--- config.mk ---
export PLATFORM = sky130hd
export DESIGN_NAME = ht_task_gen
export DESIGN_NICKNAME = d
export VERILOG_FILES = /design/src/rtl/ht_task_gen.sv
export SDC_FILE = /design/constraint.sdc
export NUM_CORES = 1
export LEC_CHECK = 0
export ABC_AREA = 1
export BUFFER_PORTS_ARGS = -buffer_cell sky130_fd_sc_hd__buf_2
export CAP_MARGIN = 5
export CORE_AREA = 4 4 153 155
export DETAILED_ROUTE_END_ITERATION = 16
export DIE_AREA = 0 0 157 159
export GPL_TIMING_DRIVEN = 0
export PLACE_DENSITY = 0.88
export SLEW_MARGIN = 5
export SYNTH_ARGS = -nofsm -noshare
export SYNTH_HDL_FRONTEND = slang
export SYNTH_SLANG_ARGS = --single-unit
--- constraint.sdc ---
create_clock -name clk_i -period 3.5 [get_ports clk_i]
set_input_delay 0.525 -clock clk_i [delete_from_list [all_inputs] [get_ports clk_i]]
set_output_delay 0.525 -clock clk_i [all_outputs]
set_load 0.03 [all_outputs]
--- src/rtl/ht_task_gen.sv ---
// ht_task_gen -- programmable SEARCH/INSERT/DELETE traffic source and result
// tally for hash_table_top.
//
// A start pulse latches mode, op count and key base, then tasks are issued
// under valid/ready flow control with at most MAX_OUTSTANDING tasks awaiting
// a result. Returned results are counted (total and "found").
//
// Optional feature macro: HT_TASK_GEN_TIMEOUT_EN
//   defined   : a watchdog ends a stalled run after TIMEOUT idle cycles and
//               raises timeout_o until the next start.
//   undefined : no watchdog, timeout_o tied low, DRAIN waits indefinitely.

package ht_task_gen_pkg;

   // Command encoding presented on the task interface.
   typedef enum logic [1:0] {
      CMD_SEARCH = 2'd0,
      CMD_INSERT = 2'd1,
      CMD_DELETE = 2'd2
   } ht_cmd_t;

   // Traffic modes selected by mode_i.
   typedef enum logic [1:0] {
      MODE_SEQ_INSERT  = 2'd0,
      MODE_SEQ_SEARCH  = 2'd1,
      MODE_RAND_SEARCH = 2'd2,
      MODE_MIXED       = 2'd3
   } ht_mode_t;

endpackage

module ht_task_gen
   import ht_task_gen_pkg::*;
#(
   parameter int          KEY_WIDTH       = 32,
   parameter int          VALUE_WIDTH     = 16,
   parameter int          CNT_WIDTH       = 16,
   parameter int          MAX_OUTSTANDING = 4,
   parameter logic [31:0] LFSR_SEED       = 32'hACE1_2468,
   parameter int          TIMEOUT         = 1024
) (
   input  logic                   clk_i,
   input  logic                   rst_i,
   input  logic                   start_i,
   input  logic [1:0]             mode_i,
   input  logic [CNT_WIDTH-1:0]   num_ops_i,
   input  logic [KEY_WIDTH-1:0]   key_base_i,
   output logic [KEY_WIDTH-1:0]   task_key_o,
   output logic [VALUE_WIDTH-1:0] task_value_o,
   output ht_cmd_t                task_cmd_o,
   output logic                   task_valid_o,
   input  logic                   task_ready_i,
   input  logic                   res_valid_i,
   output logic                   res_ready_o,
   input  logic                   res_found_i,
   output logic                   busy_o,
   output logic                   done_o,
   output logic                   timeout_o,
   output logic [CNT_WIDTH-1:0]   sent_cnt_o,
   output logic [CNT_WIDTH-1:0]   rcvd_cnt_o,
   output logic [CNT_WIDTH-1:0]   found_cnt_o
);

   // Elaboration-time parameter sanity checks.
   if (KEY_WIDTH < 1 || KEY_WIDTH > 32) begin : g_bad_key_width
      $error("ht_task_gen: KEY_WIDTH must be 1..32");
   end
   if (VALUE_WIDTH < 1 || VALUE_WIDTH > 32) begin : g_bad_value_width
      $error("ht_task_gen: VALUE_WIDTH must be 1..32");
   end
   if (MAX_OUTSTANDING < 1 || MAX_OUTSTANDING > 255) begin : g_bad_max_out
      $error("ht_task_gen: MAX_OUTSTANDING must be 1..255");
   end
   if (TIMEOUT < 1) begin : g_bad_timeout
      $error("ht_task_gen: TIMEOUT must be at least 1");
   end
   if (LFSR_SEED == 32'h0) begin : g_bad_seed
      $error("ht_task_gen: LFSR_SEED must be non-zero");
   end

   localparam logic [31:0] LFSR_MASK = 32'h8020_0003;

   typedef enum logic [1:0] {
      ST_IDLE  = 2'd0,
      ST_SEND  = 2'd1,
      ST_DRAIN = 2'd2,
      ST_DONE  = 2'd3
   } state_t;

   typedef struct packed {
      logic [KEY_WIDTH-1:0]   key;
      logic [VALUE_WIDTH-1:0] value;
      ht_cmd_t                cmd;
   } payload_t;

   state_t                 state_q;
   ht_mode_t               mode_q;
   logic [CNT_WIDTH-1:0]   num_ops_q;
   logic [KEY_WIDTH-1:0]   key_base_q;
   logic [CNT_WIDTH-1:0]   idx_q;
   logic [31:0]            lfsr_q;
   logic [7:0]             outstanding_q;

   logic                   run_active;
   logic                   start_take;
   logic                   accept;
   logic                   result;
   logic                   last_accept;
   logic                   drain_done;
   logic                   wd_fire;
   logic                   room_next;
   logic [31:0]            lfsr_next;
   logic [7:0]             outstanding_next;
   logic [CNT_WIDTH-1:0]   idx_next;
   payload_t               pay_first;
   payload_t               pay_next;

   // Task payload for op index i in mode m.
   function automatic payload_t build_payload(
      input ht_mode_t               m,
      input logic [KEY_WIDTH-1:0]   base,
      input logic [CNT_WIDTH-1:0]   i,
      input logic [31:0]            l
   );
      payload_t p;
      p.key   = base + KEY_WIDTH'(i);
      p.value = '0;
      p.cmd   = CMD_SEARCH;
      unique case (m)
         MODE_SEQ_INSERT: begin
            p.cmd   = CMD_INSERT;
            p.value = VALUE_WIDTH'(i);
         end
         MODE_SEQ_SEARCH: begin
            p.cmd   = CMD_SEARCH;
         end
         MODE_RAND_SEARCH: begin
            p.key   = l[KEY_WIDTH-1:0];
         end
         MODE_MIXED: begin
            p.key   = l[KEY_WIDTH-1:0];
            p.value = l[31 -: VALUE_WIDTH];
            unique case (l[1:0])
               2'b10:   p.cmd = CMD_INSERT;
               2'b11:   p.cmd = CMD_DELETE;
               default: p.cmd = CMD_SEARCH;
            endcase
         end
      endcase
      return p;
   endfunction

   // Handshake decode, LFSR step, outstanding bookkeeping and next payloads.
   always_comb begin
      run_active  = (state_q == ST_SEND) || (state_q == ST_DRAIN);
      start_take  = start_i && ((state_q == ST_IDLE) || (state_q == ST_DONE));
      accept      = task_valid_o && task_ready_i;
      result      = res_valid_i && run_active;
      last_accept = accept && (idx_q == (num_ops_q - CNT_WIDTH'(1)));
      drain_done  = (state_q == ST_DRAIN) && (rcvd_cnt_o == sent_cnt_o);
      idx_next    = idx_q + CNT_WIDTH'(1);

      lfsr_next = {1'b0, lfsr_q[31:1]};
      if (lfsr_q[0]) begin
         lfsr_next = lfsr_next ^ LFSR_MASK;
      end

      // Result with nothing outstanding is still counted but cannot underflow.
      outstanding_next = outstanding_q;
      if (accept && !result) begin
         outstanding_next = outstanding_q + 8'd1;
      end else if (result && !accept && (outstanding_q != 8'd0)) begin
         outstanding_next = outstanding_q - 8'd1;
      end
      room_next = int'(outstanding_next) < MAX_OUTSTANDING;

      pay_first = build_payload(ht_mode_t'(mode_i), key_base_i, '0, LFSR_SEED);
      pay_next  = build_payload(mode_q, key_base_q, idx_next, lfsr_next);
   end

`ifdef HT_TASK_GEN_TIMEOUT_EN
   localparam int WD_W = $clog2(TIMEOUT + 1);

   logic [WD_W-1:0] wd_q;
   logic            timeout_q;

   // Fires after TIMEOUT consecutive cycles without accept or result.
   always_comb begin
      wd_fire = run_active && !accept && !result && !drain_done &&
                (wd_q == WD_W'(TIMEOUT - 1));
   end

   // Watchdog counter and sticky timeout flag, cleared by start.
   always_ff @(posedge clk_i) begin
      if (!rst_i) begin
         wd_q      <= '0;
         timeout_q <= 1'b0;
      end else if (start_take) begin
         wd_q      <= '0;
         timeout_q <= 1'b0;
      end else if (run_active) begin
         if (accept || result || wd_fire) begin
            wd_q <= '0;
         end else begin
            wd_q <= wd_q + WD_W'(1);
         end
         if (wd_fire) begin
            timeout_q <= 1'b1;
         end
      end
   end

   assign timeout_o = timeout_q;
`else
   assign wd_fire   = 1'b0;
   assign timeout_o = 1'b0;
`endif

   assign res_ready_o = 1'b1;

   // Statistics counters and outstanding count, live only during a run.
   always_ff @(posedge clk_i) begin
      if (!rst_i) begin
         sent_cnt_o    <= '0;
         rcvd_cnt_o    <= '0;
         found_cnt_o   <= '0;
         outstanding_q <= '0;
      end else if (start_take) begin
         sent_cnt_o    <= '0;
         rcvd_cnt_o    <= '0;
         found_cnt_o   <= '0;
         outstanding_q <= '0;
      end else if (run_active) begin
         outstanding_q <= outstanding_next;
         if (accept && (sent_cnt_o != '1)) begin
            sent_cnt_o <= sent_cnt_o + CNT_WIDTH'(1);
         end
         if (result && (rcvd_cnt_o != '1)) begin
            rcvd_cnt_o <= rcvd_cnt_o + CNT_WIDTH'(1);
         end
         if (result && res_found_i && (found_cnt_o != '1)) begin
            found_cnt_o <= found_cnt_o + CNT_WIDTH'(1);
         end
      end
   end

   // Control FSM with registered valid, busy, done and payload outputs.
   always_ff @(posedge clk_i) begin
      if (!rst_i) begin
         state_q      <= ST_IDLE;
         mode_q       <= MODE_SEQ_INSERT;
         num_ops_q    <= '0;
         key_base_q   <= '0;
         idx_q        <= '0;
         lfsr_q       <= LFSR_SEED;
         task_valid_o <= 1'b0;
         busy_o       <= 1'b0;
         done_o       <= 1'b0;
         task_key_o   <= '0;
         task_value_o <= '0;
         task_cmd_o   <= CMD_SEARCH;
      end else begin
         done_o <= 1'b0;
         unique case (state_q)
            ST_IDLE, ST_DONE: begin
               if (start_i) begin
                  mode_q     <= ht_mode_t'(mode_i);
                  num_ops_q  <= num_ops_i;
                  key_base_q <= key_base_i;
                  idx_q      <= '0;
                  lfsr_q     <= LFSR_SEED;
                  if (num_ops_i == '0) begin
                     state_q      <= ST_DONE;
                     task_valid_o <= 1'b0;
                     busy_o       <= 1'b0;
                     done_o       <= 1'b1;
                  end else begin
                     state_q      <= ST_SEND;
                     task_valid_o <= 1'b1;
                     busy_o       <= 1'b1;
                     task_key_o   <= pay_first.key;
                     task_value_o <= pay_first.value;
                     task_cmd_o   <= pay_first.cmd;
                  end
               end
            end

            ST_SEND: begin
               if (wd_fire) begin
                  state_q      <= ST_DONE;
                  task_valid_o <= 1'b0;
                  busy_o       <= 1'b0;
                  done_o       <= 1'b1;
               end else if (accept) begin
                  idx_q        <= idx_next;
                  lfsr_q       <= lfsr_next;
                  task_key_o   <= pay_next.key;
                  task_value_o <= pay_next.value;
                  task_cmd_o   <= pay_next.cmd;
                  if (last_accept) begin
                     state_q      <= ST_DRAIN;
                     task_valid_o <= 1'b0;
                  end else begin
                     task_valid_o <= room_next;
                  end
               end else begin
                  // Without an accept the outstanding count cannot grow, so a
                  // raised valid is never withdrawn here.
                  task_valid_o <= room_next;
               end
            end

            ST_DRAIN: begin
               if (drain_done || wd_fire) begin
                  state_q <= ST_DONE;
                  busy_o  <= 1'b0;
                  done_o  <= 1'b1;
               end
            end

            default: begin
               state_q <= ST_IDLE;
            end
         endcase
      end
   end

endmodule

==> results.sh <==
export IMPL_status="completed"
export IMPL_required_ns=3.96
export IMPL_yosys_top_cells_area="dfxtp_1 (35%), nand2_1 (12%), a21oi_1 (8.7%)"
export IMPL_cts_path_max_buffers=3
export IMPL_h_tree_depth=1
export IMPL_antenna_found_initial=0
export IMPL_cap_violations=0
export IMPL_critical_path_class="flop to flop"
export IMPL_rsz0062_at_grt="yes"
export IMPL_yosys_area_top_type_share_pct=34.74
export IMPL_drc=0
export IMPL_row_count=54
export IMPL_design_power_total_uw=11160
export IMPL_syn_nets=1934
export IMPL_vias_per_cell=5.942
export IMPL_avgRoutedWirePerCell_um=18.75
export IMPL_setup_slack_ns=0.1679
export IMPL_fin_nets=2117
export IMPL_antenna_left=0
export IMPL_area_delta_synth_final_pct=16.08
export IMPL_startpoint_type="flop"
export IMPL_finalNonFillerCells=2323
export IMPL_via_count=13800
export IMPL_yosys_area_share_simple_pct=28.41
export IMPL_maxSlewViolCount=0
export IMPL_setup_violations_final=0
export IMPL_initial_core_util_pct=55.19
export IMPL_synthMuxAreaShare_pct=0
export IMPL_ys_warn_count=0
export IMPL_drtIter0Drc=1493
export IMPL_postLayoutCoreUtil_pct=64.06
export IMPL_clk_pin_slew_worst_paths_ns=0.07
export IMPL_overflow=0
export IMPL_ys_flop_type="dfxtp_1"
export IMPL_maxSlewHeadroom_pct=51.05
export IMPL_synth_edf_count=0
export IMPL_fp_dieH_um=159
export IMPL_async_flop_share_pct=0
export IMPL_die_w_um=157
export IMPL_grt_pass1_wl_um=66860
export IMPL_wirelength_um=43550
export IMPL_track_usage_pct=33.20
export IMPL_ios=159
export IMPL_synthXorXnorAreaFrac_pct=4.249
export IMPL_leakagePower_uw=0.006270
export IMPL_pre_cts_ws_ns=-0.2260
export IMPL_core_um2=21820
export IMPL_cts_made_buffers=23
export IMPL_crit_arrival_ns=3.79
export IMPL_min_period_ns=3.332
export IMPL_synth_area_um2=12040
export IMPL_synth_adder_area_share_pct=3.491
export IMPL_synth_top_family_by_area="simple AND/OR/NAND/NOR gates"
export IMPL_synthTopCellsByCount="nand2_1 (382), nor2_1 (225), a21oi_1 (210)"
export IMPL_synthCells=1845
export IMPL_numClockSinks=209
export IMPL_cp_top_family="compound AO/OA/AOI/OAI gates"
export IMPL_hold_viol=0
export IMPL_min_path_type="input port to flop"
export IMPL_port_buffers=156
export IMPL_grt_max_degree=14
export IMPL_powerDensity_nw_per_um2=798.3
export IMPL_cp_num_buf_inv=1
export IMPL_crit_fanout=5
export IMPL_synth_compound_area_share_pct=20.01
export IMPL_dp_hpwl_um=34030
export IMPL_synth_distinct_cells=45
export IMPL_dr_pass1_iters=6
export IMPL_fmax_mhz=300.1
export IMPL_ys_ff_latch=209
export IMPL_grt_pass1_vias=12680
export IMPL_seq_area_frac_synth_pct=34.74
export IMPL_die_area_um2=24960
export IMPL_cts_tree="done"
export IMPL_cts_hold_buffers=0
export IMPL_cpPeakStageDelay_ns=0.47
export IMPL_root_buffer="clkbuf_16"
export IMPL_critPathMostFrequentCell="a21oi_1"
export IMPL_placedCellCount=2281
export IMPL_crit_slowest_cell="dfxtp_1"
export IMPL_antenna_cells=0
export IMPL_path_cells="nand2_2, nor3_4, nand2_1, xor2_1, inv_1, ha_1, a21oi_1, o21ai_0, nand3b_1, o21ai_1, o211ai_1, a21oi_1"
export IMPL_ir_drop_mv=0.6306
export IMPL_worst_pin_slew_ns=0.7343
export IMPL_synth_largest_area_cell="dfxtp_1"
export IMPL_endpoint_kind="flop"
export IMPL_gp_congestion=1.008
export IMPL_period_share_pct=95.20
export IMPL_syn_avg_cell_area_um2=6.528
export IMPL_fin_skew_ns=0.01272
export IMPL_clock_latency_ns=0.54
export IMPL_layout_drive_gt1_share_pct=12.73
export IMPL_synthMostInstantiatedCell="nand2_1"
==> state kept, by name (all words and copies together) (netlist names) <==
name	cells
busy_o	1
done_o	1
found_cnt_o	16
idx_q	16
key_base_q	32
lfsr_q	32
mode_q	2
num_ops_q	16
outstanding_q	8
rcvd_cnt_o	16
sent_cnt_o	16
state_q	2
task_cmd_o	2
task_key_o	32
task_valid_o	1
task_value_o	16
==> cell usage in the layout (no fill, tap or decap), types with 4 or more instances in the layout <==
| cell | netlist | routed |
|---|---|---|
| nor2_1 | 225 | 225 |
| nor4_1 | 4 | 4 |
| ha_1 | 32 | 31 |
| buf_4 | 3 | 5 |
| clkbuf_1 | 50 | 55 |
| xor2_1 | 30 | 27 |
| nand2_2 | 9 | 10 |
| nor3_1 | 37 | 35 |
| a211oi_1 | 16 | 16 |
| nand3_1 | 91 | 90 |
| inv_1 | 198 | 198 |
| o21ai_0 | 179 | 174 |
| buf_1 | 7 | 7 |
| clkbuf_16 | 0 | 23 |
| xnor2_1 | 24 | 24 |
| nand4_1 | 22 | 22 |
| o211ai_1 | 11 | 11 |
| a21oi_1 | 210 | 209 |
| nand2_1 | 382 | 381 |
| a31oi_1 | 14 | 14 |
| inv_2 | 9 | 9 |
| o22ai_1 | 9 | 9 |
| nand3b_1 | 12 | 12 |
| buf_2 | 15 | 171 |
| o21ai_1 | 3 | 7 |
| nor2_2 | 10 | 8 |
| a22oi_1 | 4 | 4 |
| clkinv_2 | 0 | 6 |
| dfxtp_1 | 209 | 207 |
==> cells by family after synthesis <==
family	after synthesis
AND/OR/NAND/NOR	808
adder cells (fa/ha/maj)	33
AO/OA/AOI/OAI	455
XOR/XNOR	56
other	2
flip-flops	209
buffers and inverters	282
==> path summary, 6_finish.rpt <==
| path | from | slack (ns) | cells after the start | to |
|---|---|---|---|---|
| worst max-delay path | idx_q[5]$_SDFFE_PN0P_ | 0.17 | 12 | task_key_o[12]$_SDFFE_PN0P_ |
| worst min-delay path | num_ops_i[10] | 0.26 | 3 | num_ops_q[10]$_SDFFE_PN0P_ |
| worst min register to register | busy_o$_SDFFE_PN0P_ | 0.45 | 2 | busy_o$_SDFFE_PN0P_ |
| worst max register to register | idx_q[5]$_SDFFE_PN0P_ | 0.17 | 12 | task_key_o[12]$_SDFFE_PN0P_ |
==> per-stage QoR <==
| stage | hold WS, ns | instance area, µm² | setup TNS, ns |
|---|---|---|---|
| detailed placement | 0.4375 | 13180 | -0.7098 |
| global placement | 0.4364 | 13180 | -0.6543 |
| global route | 0.3005 | 13980 | -0.005821 |
| floorplan | 0.4333 | 12040 | 0 |
| finish | 0.2638 | 13980 | 0 |
| CTS | 0.2590 | 13900 | 0 |
==> timing repair <==
item	CTS	global route
resized for setup	5	17
pin swaps	0	1
endpoints found under the setup margin	8	21
setup buffers	0	2
==> worst min-delay path, delay by kind of cell <==
kind | cells | cell delay, ns
buffers and inverters | 1 | 0.09
and+or+nand+nor | 1 | 0.07
AOI/OAI and AO/OA | 1 | 0.08
==> per-layer routing <==
metal / up-vias / track usage [%] / share of wire [%]
met5: - / 0 / 0
met4: 0 / 14.00 / 5.5
met3: 188 / 6.605 / 12
met2: 862 / 51.76 / 44
met1: 6308 / 44.79 / 39
li1: 6445 / - / -
==> power by group <==
group / switching, µW / total [µW] / internal [µW] / leakage, µW
combinational: 3820 / 5340 / 1520 / 0.00421
sequential: 509 / 3500 / 3000 / 0.00171
clock: 1030 / 2310 / 1280 / 0.000344
total: 5360 / 11200 / 5800 / 0.00627
==> final cells by class <==
class | count | area (µm²)
Multi-Input combinational cell | 1354 | 6859
Sequential cell | 209 | 4187
Buffer | 75 | 311.5
Fill cell | 1993 | 7843
Clock buffer | 31 | 635.6
Inverter | 207 | 777.0
Tap cell | 280 | 350.3
Clock inverter | 9 | 65.06
Timing Repair Buffer | 158 | 795.8
No activity file was read; power rests on OpenSTA's default activity.
